===== config.mk =====
export PLATFORM = sky130hd
export DESIGN_NAME = rect_fill_master
export DESIGN_NICKNAME = d
export VERILOG_FILES = /design/src/rtl/vga_pkg.sv /design/src/rtl/rect_addr_gen.sv /design/src/rtl/rect_fill_master.sv
export SDC_FILE = /design/constraint.sdc
export NUM_CORES = 1
export LEC_CHECK = 0
export ABC_AREA = 0
export BUFFER_PORTS_ARGS = -buffer_cell sky130_fd_sc_hd__buf_2
export CAP_MARGIN = 20
export CELL_PAD_IN_SITES_DETAIL_PLACEMENT = 0
export CELL_PAD_IN_SITES_GLOBAL_PLACEMENT = 1
export CORE_UTILIZATION = 30
export CTS_CLUSTER_SIZE = 8
export DETAILED_ROUTE_END_ITERATION = 10
export GPL_TIMING_DRIVEN = 0
export PLACE_DENSITY = 0.65
export SKIP_LAST_GASP = 1
export SYNTH_ARGS = -nofsm -noshare
export SYNTH_HDL_FRONTEND = slang
export SYNTH_SLANG_ARGS = --single-unit

===== constraint.sdc =====
create_clock -name clock -period 4.6 [get_ports clock]
set_input_delay 0.23 -clock clock [delete_from_list [all_inputs] [get_ports clock]]
set_output_delay 0.23 -clock clock [all_outputs]
set_load 0.02 [all_outputs]

===== src/rtl/vga_pkg.sv =====
// ============================================================================
// Package  : vga_pkg
// Desc     : Shared framebuffer geometry, rectangle-fill state type and
//            RGB565 colours used by the game.
// Revision : 1.0 - initial release
// ============================================================================
`default_nettype none

package vga_pkg;

    localparam int H_RES   = 320;
    localparam int V_RES   = 240;
    localparam int ADDR_W  = 17;
    localparam int DATA_W  = 16;
    localparam int COORD_W = 10;

    typedef enum logic [1:0] {
        IDLE  = 2'd0,
        SETUP = 2'd1,
        WRITE = 2'd2,
        DONE  = 2'd3
    } rect_state_t;

    localparam logic [DATA_W-1:0] c_black  = 16'h0000;
    localparam logic [DATA_W-1:0] c_white  = 16'hFFFF;
    localparam logic [DATA_W-1:0] c_red    = 16'hF800;
    localparam logic [DATA_W-1:0] c_green  = 16'h07E0;
    localparam logic [DATA_W-1:0] c_blue   = 16'h001F;
    localparam logic [DATA_W-1:0] c_yellow = 16'hFFE0;

endpackage

`default_nettype wire


===== src/rtl/rect_addr_gen.sv =====
// ============================================================================
// Module   : rect_addr_gen
// Desc     : Row-major pixel address walker for a clipped rectangle; keeps a
//            running row base so no per-pixel multiply is needed.
// Revision : 1.0 - initial release
// ============================================================================
`default_nettype none

module rect_addr_gen #(
    parameter int H_RES   = 320,
    parameter int ADDR_W  = 17,
    parameter int COORD_W = 10
) (
    input  logic               clock,
    input  logic               reset,
    input  logic               load,
    input  logic               advance,
    input  logic [COORD_W-1:0] x0,
    input  logic [COORD_W-1:0] y0,
    input  logic [COORD_W:0]   xe,
    input  logic [COORD_W:0]   ye,
    output logic [ADDR_W-1:0]  address,
    output logic               last
);

    logic [COORD_W-1:0] r_col;
    logic [COORD_W-1:0] r_row;
    logic [COORD_W-1:0] r_xs;
    logic [COORD_W:0]   r_xe;
    logic [COORD_W:0]   r_ye;
    logic [ADDR_W-1:0]  r_row_base;

    logic [COORD_W:0]   w_col_inc;
    logic [COORD_W:0]   w_row_inc;
    logic               w_col_more;
    logic               w_row_more;

    assign w_col_inc  = {1'b0, r_col} + 1'b1;
    assign w_row_inc  = {1'b0, r_row} + 1'b1;
    assign w_col_more = (w_col_inc < r_xe);
    assign w_row_more = (w_row_inc < r_ye);

    assign address = r_row_base + ADDR_W'(r_col);
    assign last    = !w_col_more && !w_row_more;

    always_ff @(posedge clock or posedge reset) begin
        if (reset) begin
            r_col      <= '0;
            r_row      <= '0;
            r_xs       <= '0;
            r_xe       <= '0;
            r_ye       <= '0;
            r_row_base <= '0;
        end else if (load) begin
            r_col      <= x0;
            r_row      <= y0;
            r_xs       <= x0;
            r_xe       <= xe;
            r_ye       <= ye;
            // The only multiply: once per command, never per pixel.
            r_row_base <= ADDR_W'(y0) * ADDR_W'(H_RES);
        end else if (advance) begin
            if (w_col_more) begin
                r_col <= w_col_inc[COORD_W-1:0];
            end else if (w_row_more) begin
                r_col      <= r_xs;
                r_row      <= w_row_inc[COORD_W-1:0];
                r_row_base <= r_row_base + ADDR_W'(H_RES);
            end
        end
    end

endmodule

`default_nettype wire


===== src/rtl/rect_fill_master.sv =====
// ============================================================================
// Module   : rect_fill_master
// Desc     : Avalon-MM write master filling a screen-clipped rectangle of the
//            RGB565 framebuffer with a single colour, one pixel per cycle.
// Revision : 1.0 - initial release
// ============================================================================
`default_nettype none

module rect_fill_master #(
    parameter int H_RES   = vga_pkg::H_RES,
    parameter int V_RES   = vga_pkg::V_RES,
    parameter int ADDR_W  = vga_pkg::ADDR_W,
    parameter int DATA_W  = vga_pkg::DATA_W,
    parameter int COORD_W = vga_pkg::COORD_W
) (
    input  logic               clock,
    input  logic               reset,
    input  logic               start,
    input  logic [COORD_W-1:0] x0,
    input  logic [COORD_W-1:0] y0,
    input  logic [COORD_W-1:0] w,
    input  logic [COORD_W-1:0] h,
    input  logic [DATA_W-1:0]  colour,
    output logic               busy,
    output logic               done,
    output logic               chipselect,
    output logic               write,
    output logic [ADDR_W-1:0]  address,
    output logic [DATA_W-1:0]  writedata,
    input  logic               waitrequest
);

    import vga_pkg::*;

    if (H_RES * V_RES > 2 ** ADDR_W) begin : g_size_check
        $error("rect_fill_master: framebuffer does not fit in ADDR_W address bits");
    end

    localparam logic [COORD_W:0] c_h_lim = (COORD_W+1)'(H_RES);
    localparam logic [COORD_W:0] c_v_lim = (COORD_W+1)'(V_RES);

    rect_state_t        r_state;
    rect_state_t        w_state_nxt;

    logic [COORD_W-1:0] r_x0;
    logic [COORD_W-1:0] r_y0;
    logic [COORD_W-1:0] r_w;
    logic [COORD_W-1:0] r_h;
    logic [DATA_W-1:0]  r_colour;

    logic [COORD_W:0]   w_xsum;
    logic [COORD_W:0]   w_ysum;
    logic [COORD_W:0]   w_xe;
    logic [COORD_W:0]   w_ye;
    logic               w_empty;
    logic               w_load;
    logic               w_advance;
    logic               w_last;
    logic [ADDR_W-1:0]  w_pix_addr;

    // One extra bit keeps x0+w / y0+h from wrapping before the clip.
    assign w_xsum  = {1'b0, r_x0} + {1'b0, r_w};
    assign w_ysum  = {1'b0, r_y0} + {1'b0, r_h};
    assign w_xe    = (w_xsum > c_h_lim) ? c_h_lim : w_xsum;
    assign w_ye    = (w_ysum > c_v_lim) ? c_v_lim : w_ysum;
    assign w_empty = (r_w == '0) || (r_h == '0) ||
                     ({1'b0, r_x0} >= c_h_lim) || ({1'b0, r_y0} >= c_v_lim);

    assign w_load    = (r_state == SETUP) && !w_empty;
    assign w_advance = (r_state == WRITE) && !waitrequest;

    assign busy = (r_state != IDLE);
    assign done = (r_state == DONE);

    always_ff @(posedge clock or posedge reset) begin
        if (reset) begin
            r_x0     <= '0;
            r_y0     <= '0;
            r_w      <= '0;
            r_h      <= '0;
            r_colour <= '0;
        end else if ((r_state == IDLE) && start) begin
            r_x0     <= x0;
            r_y0     <= y0;
            r_w      <= w;
            r_h      <= h;
            r_colour <= colour;
        end
    end

    always_ff @(posedge clock or posedge reset) begin
        if (reset) begin
            r_state <= IDLE;
        end else begin
            r_state <= w_state_nxt;
        end
    end

    always_comb begin
        w_state_nxt = r_state;
        chipselect  = 1'b0;
        write       = 1'b0;
        address     = '0;
        writedata   = '0;
        case (r_state)
            IDLE: begin
                if (start) begin
                    w_state_nxt = SETUP;
                end
            end
            SETUP: begin
                w_state_nxt = w_empty ? DONE : WRITE;
            end
            WRITE: begin
                // Bus fields come from registers, so they stay put under waitrequest.
                chipselect = 1'b1;
                write      = 1'b1;
                address    = w_pix_addr;
                writedata  = r_colour;
                if (!waitrequest && w_last) begin
                    w_state_nxt = DONE;
                end
            end
            DONE: begin
                w_state_nxt = IDLE;
            end
            default: begin
                w_state_nxt = IDLE;
            end
        endcase
    end

    rect_addr_gen #(
        .H_RES   (H_RES),
        .ADDR_W  (ADDR_W),
        .COORD_W (COORD_W)
    ) u_addr_gen (
        .clock   (clock),
        .reset   (reset),
        .load    (w_load),
        .advance (w_advance),
        .x0      (r_x0),
        .y0      (r_y0),
        .xe      (w_xe),
        .ye      (w_ye),
        .address (w_pix_addr),
        .last    (w_last)
    );

endmodule

`default_nettype wire


==> results of run 1 <==
==> power groups by stage <==
stage	Sequential, uW	Clock [uW]	Combinational (uW)
detailed placement	2070	0	4020
global route	2130	1600	4540
global placement	2070	0	3990
finish	2050	1520	4010
CTS	2050	1550	4050
floorplan	1860	0	3170
==> cell usage in the layout, fill, tap and decap left out, types with 5 or more instances in the layout <==
cell type    n
nand2_1     46
and2_1      33
nor3b_1      7
o21ai_0     29
nand4_1      5
clkbuf_1    22
bufinv_16    5
nor2_1      36
clkbuf_16   17
a22o_1      10
inv_1       31
nand3_1     20
xnor2_1     46
xor2_1      18
nor3_1      17
nand2b_1     5
nor2b_1      5
a21o_1      16
nor4_1       8
or3_1        5
and3_1       8
mux2i_1     16
buf_2      102
ha_1        68
mux2_2      57
a21oi_1     34
o21bai_1     5
dfrtp_1    121
o21a_1       5
a211oi_1     5
==> final cells by class <==
type	instances	area, sq um
buffer	31	140
clock buffer	22	484
clock inverter	10	189
fill	2581	15800
inverter	32	125
multi-input combinational	558	4360
sequential	121	3030
tap	330	413
timing repair buffer	98	518
==> how the worst min path moves through the flow <==
stage | endpoint | slack, ns
6_report | r_colour[6] | 0.04
5_1_grt | r_colour[6] | 0.02
4_1_cts | r_y0[0] | 0.02
3_5_place_dp | r_h[3] | 0.23
3_3_place_gp | u_addr_gen.r_xs[8] | 0.46
2_1_floorplan | r_h[9] | 0.38
==> worst reg2reg max path, delay by kind of cell, from the launching register on <==
kind            cells  cell delay (ns)
mux                 1             0.24
simple gates        4             1.13
xor+xnor            1             0.16
flops               1             0.43
fa+ha+maj           2             0.49
compound gates      5             0.96
==> state kept, by name, indices dropped and copies added (netlist names), 11 cells and up <==
name,flops
u_addr_gen.r_xe,11
r_colour,16
u_addr_gen.r_row_base,11
u_addr_gen.r_ye,11
==> cells in the mapped netlist, types with 6 or more instances <==
cell and count:
nand2_1 46, xnor2_1 46, and2_1 33, and3_1 8
a21oi_1 34, nand3_1 20, clkbuf_1 21, o21ai_0 29
nor4_1 8, xor2_1 18, mux2i_1 16, buf_2 6
ha_1 68, dfrtp_1 121, nor3b_1 7, nor2_1 36
inv_1 32, a22o_1 10, mux2_2 57, nor3_1 17
a21o_1 16
==> routing by layer <==
metal  vias up  global-route usage  wire (microns)
met3        18              0.0281             588
li1       2883                   -               -
met2       100               0.241            8480
met1      2727               0.221            9990
met5         -                   0               0
met4         0              0.0497             244
==> kinds of logic (layout without fill, tap and decap cells) <==
kind of cell	Yosys count	count (layout)
and+or+nand+nor	211	211
AOI/OAI and AO/OA	138	138
DFF	121	121
muxes	73	73
adders and majority gates	71	71
xor gates and xnor gates	64	64
buffers and inverters	63	193
other	1	1
==> through the flow <==
step | cell area, sq um | setup TNS (ns) | power [uW] | util
2_1_floorplan | 7650 | 0 | 5020 | -
3_3_place_gp | 8540 | -57.81 | 6050 | 0.340
3_5_place_dp | 8580 | 0 | 6090 | 0.342
4_1_cts | 9260 | 0 | 7650 | 0.369
5_1_grt | 9260 | 0 | 8260 | 0.369
6_report | 9260 | 0 | 7580 | 0.369
==> metrics.csv, run 1 <==
metric,value,unit
status,"complete, no violations",
start_util,0.305,
holdPathStages,2,
insertion_delay,0.42,ns
cts_setup_buffers,0,
rsz0062_at_grt,false,
first_global_vias,5840,
grt_use_total,0.156,
nNetsFinal,990,
drc,0,
synth_compound_area_frac,0.123,
hold_slack,0.0357,ns
fin_crit_sh,0.773,
port_buffers,96,
cts_tree,done,
drtAntennaViolNets,0,
rr_endpoint,u_addr_gen.r_row_base[7],
setup_viol,0,
swShare,0.425,
cts_max_path_buffers,2,
tightest_slew,0.813,ns
synth_top_family_by_area,simple AND/OR/NAND/NOR gates,
stdcell_count,1202,
hpwl,14700,microns
yosys.area_share.simple,0.149,
slowest_delay,0.51,ns
grt_pass1_wl,31600,microns
crit_path_start_kind,register,
p_leak,0.00430,uW
n_antenna_cell,0,
grt-ovfl-total,0,
required,4.87,ns
synth-edff-count,0,
clock-root-buffer,clkbuf_16,
die_area,0.0261,sq mm
boundaryPins,97,
ys_seq_elements,121,
placed_cells,1169,
cts_made_buffers,17,
p_seq_frac,0.271,
crit_path_start,u_addr_gen.r_row[0],
synth_fp_nets,873,
irDropWorstVdd,0.000287,V
yosys.area.top_type,dfrtp_1,
synthesis.area,0.00765,sq mm
drv_cap,0,
area_growth,21.0,%
p_per_area,818,mW/mm^2
h-tree-depth,4,
hold_violations,0,
synth-adder-area-share,0.119,
timing.rr.start,u_addr_gen.r_row[0],
antenna_found_initial,0,
async_flop_share,1.00,
dp_slack,1.02,ns
ys_seq_area_frac,0.396,
crit_path_end,u_addr_gen.r_row_base[7],
path_buf_inv,0,
yosysUniqueCellTypes,65,
routabilityCongestion,0.799,
syn-mean-instance-area,10.3,sq um
yosys-top-cells-area,"dfrtp_1, ha_1, mux2_2",
die_width,162,microns
clock-sinks,121,
hold_buffers,1,
cpLargestDelayFamily,simple AND/OR/NAND/NOR gates,
slew_viol_final,0,
min_path_type,in -> reg,
hp-start,colour[6],
viasPerCell,4.77,
path_class,reg -> reg,
yosysTopAreaCellShare,0.396,
fin_ws,1.05,ns
slowest_stage,nor2_1,
drtPass1Iterations,4,
crit_path_end_kind,register,
slew_headroom,0.456,
p_switching,3220,uW
synth_xor_area_frac,0.0733,
cts.repair.resized,0,
period_needed,3.55,ns
intPower,4360,uW
crit_chain,ha_1 > nand3_1 > nor2_1 > and3_1 > xor2_1 > ha_1 > a21o_1 > a21o_1 > a21oi_1 > o211ai_1 > nor2_1 > mux2i_1 > a21oi_1,
syn_inst,742,
core,0.0251,sq mm
finalClockSkew,0.0120,ns
synth_ff_type,dfrtp_1,
synthMuxAreaShare,0.105,
yosysWarnings,0,
clk_pin_slew,0.06,ns
cp_max_fo,9,
wl_per_cell,16.1,microns
drive_gt1_frac,0.241,
vias,5728,
cp_num_cells,13,
routed_wl,19300,microns
arrival,3.82,ns
reg2reg_slack,1.05,ns
clkPwrFrac,0.200,
dr.first_iter.drc_count,263,
placementRows,58,
grt_max_degree,91,
max_clock_freq,281,MHz
combPwrFrac,0.529,
r2r_cells,13,
die_height,162,microns
No activity file was read; power rests on OpenSTA's default activity.
==> run 2, diff against run 1 <==
--- a/config.mk
+++ b/config.mk
@@ -14,7 +14,7 @@
 export CTS_CLUSTER_SIZE = 8
 export DETAILED_ROUTE_END_ITERATION = 10
 export GPL_TIMING_DRIVEN = 0
-export PLACE_DENSITY = 0.65
+export PLACE_DENSITY = 0.67
 export SKIP_LAST_GASP = 1
 export SYNTH_ARGS = -nofsm -noshare
 export SYNTH_HDL_FRONTEND = slang
==> constraint.sdc (replaced) <==
create_clock -name clock -period 3 [get_ports clock]
set_input_delay 0.15 -clock clock [delete_from_list [all_inputs] [get_ports clock]]
set_output_delay 0.15 -clock clock [all_outputs]
set_load 0.02 [all_outputs]
==> run 2 against run 1 <==
Compared with the run above: critical path type unchanged; the flow now finishes with violations (negative setup slack); via count is 8.0% higher; clock power grew 32%; total power is 60% higher; flip-flop and latch count unchanged.
==> metrics.csv, run 2 (synthesis gave the netlist of run 1 again) <==
metric,value,unit,change
routed_wl,21000,microns,was 19300 microns
boundaryPins,97,,unchanged
arrival,3.34,ns,was 3.82 ns
crit_path_start_kind,register,,unchanged
antenna_found_initial,0,,unchanged
placementRows,58,,unchanged
grt-ovfl-total,0,,unchanged
start_util,0.305,,unchanged
die_height,162,microns,unchanged
drtAntennaViolNets,0,,unchanged
largest_reg_flops,16,,unchanged
clock-root-buffer,clkbuf_16,,unchanged
slew_headroom,0.342,,was 0.456
dr.first_iter.drc_count,275,,was 263
rsz0062_at_grt,true,,was false
p_leak,0.00474,uW,was 0.00430 uW
crit_chain,buf_6 > ha_4 > nand3_4 > nor2_4 > and3_4 > xor2_1 > ha_1 > a21o_1 > a21o_1 > a21oi_2 > o21a_1 > o21ai_2 > buf_6 > a311o_1,,was ha_1 > nand3_1 > nor2_1 > and3_1 > xor2_1 > ha_1 > a21o_1 > a21o_1 > a21oi_1 > o211ai_1 > nor2_1 > mux2i_1 > a21oi_1
tightest_slew,0.976,ns,was 0.813 ns
irDropWorstVdd,0.000554,V,was 0.000287 V
period_needed,3.05,ns,was 3.55 ns
routabilityCongestion,0.804,,was 0.799
grt_pass1_wl,34200,microns,was 31600 microns
vias,6189,,was 5728
slowest_delay,0.38,ns,was 0.51 ns
die_area,0.0261,sq mm,unchanged
setup_viol,13,,was 0
path_class,reg -> reg,,unchanged
cpLargestDelayFamily,compound AO/OA/AOI/OAI gates,,was simple AND/OR/NAND/NOR gates
die_width,162,microns,unchanged
p_per_area,1180,mW/mm^2,was 818 mW/mm^2
h-tree-depth,4,,unchanged
cts_made_buffers,17,,unchanged
status,"finished, violations left",,"was complete, no violations"
max_clock_freq,328,MHz,was 281 MHz
multiInputGateArea,0.00472,sq mm,was 0.00436 sq mm
area_growth,35.2,%,was 21.0%
grt_use_total,0.170,,was 0.156
min_path_type,in -> reg,,unchanged
stdcell_area,0.0103,sq mm,was 0.00926 sq mm
port_buffers,96,,unchanged
slowest_stage,dfrtp_1,,was nor2_1
viasPerCell,4.83,,was 4.77
drtPass1Iterations,4,,unchanged
wl_per_cell,16.4,microns,was 16.1 microns
regMostFlops,r_colour,,unchanged
final_cell_mix,"dfrtp_1, buf_2, ha_1",,unchanged
hold_violations,0,,unchanged
cts_tree,done,,unchanged
drc,0,,unchanged
drv_cap,0,,unchanged
core,0.0251,sq mm,unchanged
grt_max_degree,40,,was 91
drive_gt1_frac,0.303,,was 0.241
cts_max_path_buffers,2,,unchanged
dpl-instance-area,0.00861,sq mm,was 0.00858 sq mm
crit_path_end_kind,register,,unchanged
violations,negative setup slack,,
seq_area,0.00304,sq mm,was 0.00303 sq mm
nNetsFinal,1070,,was 990
n_antenna_cell,0,,unchanged
fin_crit_sh,1.02,,was 0.773
clk_pin_slew,0.06,ns,about the same
cp_max_fo,10,,was 9
required,3.30,ns,was 4.87 ns
dp_slack,-0.577,ns,was 1.02 ns
finalClockSkew,0.00824,ns,was 0.0120 ns
insertion_delay,0.42,ns,about the same
fin_ws,-0.0463,ns,was 1.05 ns
layout_commonest_cell,dfrtp_1,,unchanged
slew_viol_final,0,,unchanged
first_global_vias,6385,,was 5840
clock-sinks,121,,unchanged
fillers,2528,,was 2581
hpwl,15000,microns,was 14700 microns
path_buf_inv,2,,was 0
-- run 2: layout make-up --
class	count	share of cell area
multi-input combinational	558	0.456
clock buffer	22	0.0459
sequential	121	0.294
clock inverter	9	0.00944
timing repair buffer	179	0.125
tap	330	0.0399
buffer	30	0.0178
inverter	32	0.0120
-- run 2: through the flow --
step	setup TNS (ns)	utilization	hold slack, ns	power [uW]	instances
global placement	-14.35	0.340	0.383	9280	1168
global route	-4.25	0.412	0.160	13200	1281
floorplan	0	-	0.301	7700	742
detailed placement	-14.82	0.343	0.228	9340	1171
finish	-0.355	0.412	0.136	12200	1281
CTS	-0.0412	0.404	0.126	12000	1275
-- run 2: routing by layer --
layer,GRT usage,routed length [microns],vias up
li1,-,-,3048
met1,0.231,10200,3007
met2,0.274,9770,119
met3,0.0396,857,15
met4,0.0343,189,0
met5,0,0,-
-- run 2: path summary, 6_finish.rpt --
check	start	to	slack (ns)	cells after the start
setup reg to reg	u_addr_gen.r_row[0]	u_addr_gen.r_col[3]	-0.05	14
hold / removal	start	r_state[0]	0.14	3
setup / recovery	u_addr_gen.r_row[0]	u_addr_gen.r_col[3]	-0.05	14
min in group asynchronous	reset	r_y0[5]	0.33	3
hold reg to reg	u_addr_gen.r_xs[5]	u_addr_gen.r_xs[5]	0.48	1
max in group asynchronous	reset	u_addr_gen.r_col[4]	1.86	5
-- run 2: worst reg2reg max path: cells and delay by family, from the launching register on --
family          cells  cell delay [ns]
compound gates      6             1.26
xor+xnor            1             0.17
fa+ha+maj           2             0.39
buf+inv             2             0.32
flops               1             0.38
simple gates        3             0.42
-- run 2: power breakdown --
part	internal, uW	switching (uW)
logic	3210	3770
registers	2370	810
clock network	1270	728
total	6860	5300
-- run 2: repair_timing --
action	4_1_cts	5_1_grt
hold buffers	57	0
setup buffers	16	6
gates resized for setup	59	35
endpoints found under the setup margin	33	41
endpoints found under the hold margin	74	0
pin swaps	10	11
cloned	1	0
